===== config.mk =====
export PLATFORM = sky130hd
export DESIGN_NAME = direction_accumulator
export DESIGN_NICKNAME = d
export VERILOG_FILES = /design/src/rtl/direction_accumulator.sv
export SDC_FILE = /design/constraint.sdc
export NUM_CORES = 2
export LEC_CHECK = 0
export BUFFER_PORTS_ARGS = -buffer_cell sky130_fd_sc_hd__buf_2
export CORE_ASPECT_RATIO = 1.5
export CORE_MARGIN = 8
export CORE_UTILIZATION = 50
export CTS_BUF_LIST = sky130_fd_sc_hd__clkbuf_16
export DETAILED_ROUTE_END_ITERATION = 16
export HOLD_SLACK_MARGIN = 0.02
export PLACE_DENSITY = 0.75
export SLEW_MARGIN = 20
export SYNTH_ARGS = -nofsm -noshare
export SYNTH_HDL_FRONTEND = slang
export SYNTH_SLANG_ARGS = --single-unit

===== constraint.sdc =====
create_clock -name clk_in -period 13.8 [get_ports clk_in]
set_input_delay 0 -clock clk_in [delete_from_list [all_inputs] [get_ports clk_in]]
set_output_delay 0 -clock clk_in [all_outputs]
set_load 0.02 [all_outputs]

===== src/rtl/direction_accumulator.sv =====
// Sequential direction estimator: one peripheral mic per clock, accumulating
// the phase-weighted direction vector relative to the central mic.
module direction_accumulator #(
  parameter  int NUM_MICS    = 3,
  parameter  int PHASE_WIDTH = 16,
  parameter  int COORD_WIDTH = 16,
  parameter  int WRAP_PHASE  = 1,
  localparam int ACC_WIDTH   = PHASE_WIDTH + COORD_WIDTH + 2 + $clog2(NUM_MICS + 1)
) (
  input  logic                                        clk_in,
  input  logic                                        rst_n_in,
  input  logic                                        valid_in,
  output logic                                        ready_out,
  input  logic [PHASE_WIDTH-1:0]                      central_phase,
  input  logic [1:0][COORD_WIDTH-1:0]                 central_loc,
  input  logic [NUM_MICS-1:0][PHASE_WIDTH-1:0]        peripheral_phases,
  input  logic [NUM_MICS-1:0][1:0][COORD_WIDTH-1:0]   mic_locations,
  input  logic [NUM_MICS-1:0]                         mic_mask,
  output logic                                        valid_out,
  input  logic                                        ready_in,
  output logic signed [ACC_WIDTH-1:0]                 vector_x,
  output logic signed [ACC_WIDTH-1:0]                 vector_y,
  output logic [NUM_MICS-1:0][PHASE_WIDTH:0]          phase_differences
);

  localparam int P     = PHASE_WIDTH;
  localparam int C     = COORD_WIDTH;
  localparam int PW    = P + C + 2;
  localparam int IDX_W = (NUM_MICS > 1) ? $clog2(NUM_MICS) : 1;
  localparam logic [IDX_W-1:0] LAST_IDX = IDX_W'(NUM_MICS - 1);

  typedef enum logic [1:0] {IDLE, CALC, DONE} state_t;

  state_t state, state_nx;

  logic [IDX_W-1:0]                    idx;
  logic [P-1:0]                        cphase_r;
  logic [1:0][C-1:0]                   cloc_r;
  logic [NUM_MICS-1:0][P-1:0]          pph_r;
  logic [NUM_MICS-1:0][1:0][C-1:0]     mloc_r;
  logic [NUM_MICS-1:0]                 mask_r;
  logic signed [ACC_WIDTH-1:0]         acc_x, acc_y;

  logic                                accept;
  logic                                last;
  logic [P-1:0]                        dmod;
  logic signed [P:0]                   d;
  logic signed [C:0]                   dx, dy;
  logic signed [PW-1:0]                px, py;
  logic signed [ACC_WIDTH-1:0]         sum_x, sum_y;

  assign accept = (state == IDLE) && ready_out && valid_in;
  assign last   = (idx == LAST_IDX);

  // Next-state logic
  always_comb begin
    state_nx = state;
    case (state)
      IDLE:    if (accept) state_nx = CALC;
      CALC:    if (last) state_nx = DONE;
      DONE:    if (ready_in) state_nx = IDLE;
      default: state_nx = IDLE;
    endcase
  end

  // Per-mic phase difference, offsets and masked products for entry idx
  always_comb begin
    dmod = pph_r[idx] - cphase_r;
    if (WRAP_PHASE != 0)
      d = {dmod[P-1], dmod};
    else
      d = $signed({1'b0, pph_r[idx]}) - $signed({1'b0, cphase_r});
    dx = $signed({mloc_r[idx][0][C-1], mloc_r[idx][0]}) - $signed({cloc_r[0][C-1], cloc_r[0]});
    dy = $signed({mloc_r[idx][1][C-1], mloc_r[idx][1]}) - $signed({cloc_r[1][C-1], cloc_r[1]});
    px = PW'(d) * PW'(dx);
    py = PW'(d) * PW'(dy);
    sum_x = acc_x;
    sum_y = acc_y;
    if (mask_r[idx]) begin
      sum_x = acc_x + ACC_WIDTH'(px);
      sum_y = acc_y + ACC_WIDTH'(py);
    end
  end

  // State register and registered handshake flags
  always_ff @(posedge clk_in or negedge rst_n_in) begin
    if (!rst_n_in) begin
      state     <= IDLE;
      ready_out <= 1'b0;
      valid_out <= 1'b0;
    end else begin
      state     <= state_nx;
      ready_out <= (state_nx == IDLE);
      valid_out <= (state_nx == DONE);
    end
  end

  // Snapshot capture, accumulation and result registers
  always_ff @(posedge clk_in or negedge rst_n_in) begin
    if (!rst_n_in) begin
      idx               <= '0;
      cphase_r          <= '0;
      cloc_r            <= '0;
      pph_r             <= '0;
      mloc_r            <= '0;
      mask_r            <= '0;
      acc_x             <= '0;
      acc_y             <= '0;
      vector_x          <= '0;
      vector_y          <= '0;
      phase_differences <= '0;
    end else if (accept) begin
      idx      <= '0;
      cphase_r <= central_phase;
      cloc_r   <= central_loc;
      pph_r    <= peripheral_phases;
      mloc_r   <= mic_locations;
      mask_r   <= mic_mask;
      acc_x    <= '0;
      acc_y    <= '0;
    end else if (state == CALC) begin
      phase_differences[idx] <= d;
      acc_x <= sum_x;
      acc_y <= sum_y;
      if (last) begin
        idx      <= '0;
        vector_x <= sum_x;
        vector_y <= sum_y;
      end else begin
        idx <= idx + 1'b1;
      end
    end
  end

endmodule


==> insert_results.sql <==
INSERT INTO impl_metrics (metric_group, metric, value, unit) VALUES
('yosys', 'synth-xor-area-share', '3.06', '%'),
('clock_tree', 'post_cts.resized_instances', '0', ''),
('global_routing', 'largest_net_degree_at_the_start_of_global_routing', '103', ''),
('yosys', 'most_frequent_cell_after_synthesis', 'nand2_1', ''),
('floorplan', 'chipHeight', '371', 'um'),
('worst_setup_path', 'element_type_at_the_critical_path_start', 'flip-flop', ''),
('yosys', 'synth_simple_gate_area_share', '14.9', '%'),
('detailed_routing', 'route.detailed.wl_per_inst', '20.1', 'um'),
('yosys', 'post-synth-top-area-cell', 'fa_1', ''),
('placement', 'dp.final_hpwl', '95700', 'um'),
('detailed_routing', 'vias_per_cell', '5.41', ''),
('clock_tree', 'tritoncts', 'done', ''),
('detailed_routing', 'via_count', '34000', ''),
('clock_tree', 'cts-hold-fix-buffers', '197', ''),
('worst_setup_path', 'critical_path_class', 'flip-flop to flip-flop', ''),
('sta', 'period_minus_slack', '10560', 'ps'),
('yosys', 'yosysSeqAreaShare', '23.4', '%'),
('floorplan', 'initial_utilization', '50.3', '%'),
('yosys', 'synth-edff-count', '0', ''),
('worst_setup_path', 'timing.critical_path.depth', '34', ''),
('yosys', 'synth_nets', '5817', ''),
('worst_setup_path', 'crit_path_frequent_cell', 'fa_1', ''),
('floorplan', 'top_level_ports', '324', ''),
('yosys', 'synthTopCellsByCount', '1057 x nand2_1, 858 x inv_1, 653 x fa_1', ''),
('worst_setup_path', 'critical_path_s_largest_stage_delay', '770', 'ps'),
('detailed_routing', 'detailed_route_iter0_violations', '2356', ''),
('yosys', 'synth-compound-area-share', '8.78', '%'),
('flow_run', 'maxCapViolations', '0', ''),
('clock_tree', 'clockBufferDepth', '3', ''),
('floorplan', 'fp.dieArea', '93800', 'um2'),
('worst_setup_path', 'required', '14250', 'ps'),
('worst_setup_path', 'critPathSlowestCell', 'nor2b_4', ''),
('clock_tree', 'clock_tree.root_cell', 'clkbuf_16', ''),
('worst_hold_path', 'worst_hold_path_type', 'input pin to async pin', ''),
('yosys', 'synth.mux.area_fraction', '1.47', '%'),
('sta', 'tightest_slew', '1190', 'ps'),
('sta', 'maxSlewViolCount', '0', ''),
('detailed_routing', 'drtPass1Iterations', '6', ''),
('finish', 'layout_overhead_on_the_synthesized_area', '15.0', '%'),
('global_routing', 'grt_pass1_vias', '36300', ''),
('finish', 'fillCellCount', '7196', ''),
('detailed_routing', 'route.detailed.drc', '0', ''),
('detailed_routing', 'ant_nets', '0', ''),
('worst_setup_path', 'worstRegToRegCells', '34', ''),
('sta', 'slew_headroom', '20.7', '%'),
('yosys', 'async_flop_share', '100', '%'),
('yosys', 'dominant_combinational_cell_family_by_area_after_synthesis', 'adder cells', ''),
('finish', 'fraction_of_layout_instances_using_a_drive_strength_above_1', '10.2', '%'),
('worst_setup_path', 'timing.critical_path.arrival', '11010', 'ps'),
('clock_tree', 'postCtsSetupBuffers', '0', ''),
('clock_tree', 'clkSinkCount', '393', ''),
('clock_tree', 'htree_num_levels', '2', ''),
('sta', 'clock.fmax', '94.7', 'MHz'),
('yosys', 'post_synth_instance_area', '42000', 'um2'),
('clock_tree', 'clock_latency', '600', 'ps'),
('outcome', 'status', 'completed', ''),
('yosys', 'ys_dominant_reg_cell', 'dfrtp_1', ''),
('yosys', 'synthAdderAreaFrac', '38.8', '%'),
('sta', 'skew', '27.2', 'ps'),
('sta', 'setup_tns', '0', 'ps'),
('global_routing', 'global_route.usage.total', '27.2', '%'),
('floorplan', 'die_width', '253', 'um'),
('yosys', 'ys_seq_elements', '393', ''),
('finish', 'finalNetCount', '6247', ''),
('yosys', 'synth-warning-count', '0', ''),
('worst_setup_path', 'crit_buf_inv', '5', ''),
('yosys', 'synth_cell_types', '68', ''),
('global_routing', 'antenna_found_initial', '5', ''),
('global_routing', 'wire_length_of_the_first_global_routing_pass', '200000', 'um'),
('placement', 'gp_routability_congestion', '0.939', ''),
('yosys', 'yosys-top-cells-area', 'fa_1 31%, dfrtp_1 23%, nand2_1 9.4%', '');
==> path summary, 6_finish.rpt <==
kind,start,endpoint,slack (ps)
setup / recovery,idx[0],vector_y[35],3240
hold / removal,rst_n_in,pph_r[19],8
setup reg to reg,idx[0],vector_y[35],3240
hold reg to reg,phase_differences[43],phase_differences[43],470
max in group asynchronous,rst_n_in,vector_y[24],11020
min in group clk_in,peripheral_phases[1],pph_r[1],130
==> final cells by class <==
| type | count | area, um2 | area share [%] |
|---|---|---|---|
| sequential | 393 | 9840 | 20.4 |
| antenna | 4 | 10.0 | 0.0207 |
| timing repair buffer | 585 | 4090 | 8.46 |
| tap | 1122 | 1400 | 2.90 |
| clock inverter | 33 | 300 | 0.621 |
| clock buffer | 43 | 1080 | 2.23 |
| inverter | 859 | 3220 | 6.67 |
| multi-input combinational | 3254 | 28400 | 58.8 |
==> layer usage <==
layer,vias to the layer above,global-route usage (%),share of wire (%)
met5,-,0,0
met3,393,6.68,9.4
met1,16800,34.5,39
met4,0,12.8,5.6
met2,1636,43.8,46
li1,15200,-,-
==> cell families after synthesis <==
kind of cell | Yosys count
buffers and inverters | 1058
flip-flops | 393
adder cells (fa/ha/maj) | 913
AND/OR/NAND/NOR | 1542
multiplexers | 61
XOR/XNOR | 145
AO/OA/AOI/OAI | 593
==> metrics by stage <==
step / hold WS [ps] / util [%] / setup slack [ps] / instances / instance area (um2)
after floorplan: -296 / - / 4580 / 4705 / 42000
after global placement: 84.0 / 53.8 / 3450 / 6016 / 45000
after detailed placement: 85.9 / 53.8 / 3330 / 6016 / 45000
after CTS: 39.1 / 57.8 / 3280 / 6289 / 48300
after global routing: 89.1 / 57.8 / 2670 / 6293 / 48400
final: 8.12 / 57.8 / 3240 / 6293 / 48400
==> sequential cells by signal, indices dropped and copies added (netlist names) <==
register,cells
acc_y,36
cloc_r,32
cphase_r,16
ready_out,1
state,2
phase_differences,48
pph_r,48
vector_x,36
valid_out,1
mask_r,3
vector_y,36
mloc_r,96
acc_x,36
idx,2
==> placed cells by master, fill, tap and decap left out, drive strengths merged, types with 9 or more instances in the layout <==
cell | Yosys | layout
a22o | 55 | 55
and2 | 27 | 27
xor2 | 47 | 47
a21boi | 10 | 10
o211ai | 10 | 10
o21ai | 217 | 217
o21bai | 19 | 19
nor3 | 21 | 21
or3 | 10 | 10
dfrtp | 393 | 393
clkbuf | 172 | 43
buf | 27 | 388
a31oi | 34 | 34
inv | 859 | 868
ha | 260 | 260
dlygate4sd3 | 0 | 197
fa | 653 | 653
a211oi | 13 | 13
and3 | 9 | 9
clkinv | 0 | 16
nor2 | 339 | 339
nand2 | 1057 | 1057
nand3 | 25 | 25
nor2b | 15 | 15
xnor2 | 98 | 98
a21oi | 134 | 134
nand2b | 20 | 20
mux2i | 55 | 55
a21o | 58 | 58
Power is not shown: default switching activity piles up to over one toggle a cycle in this logic, so the estimate is an artifact.
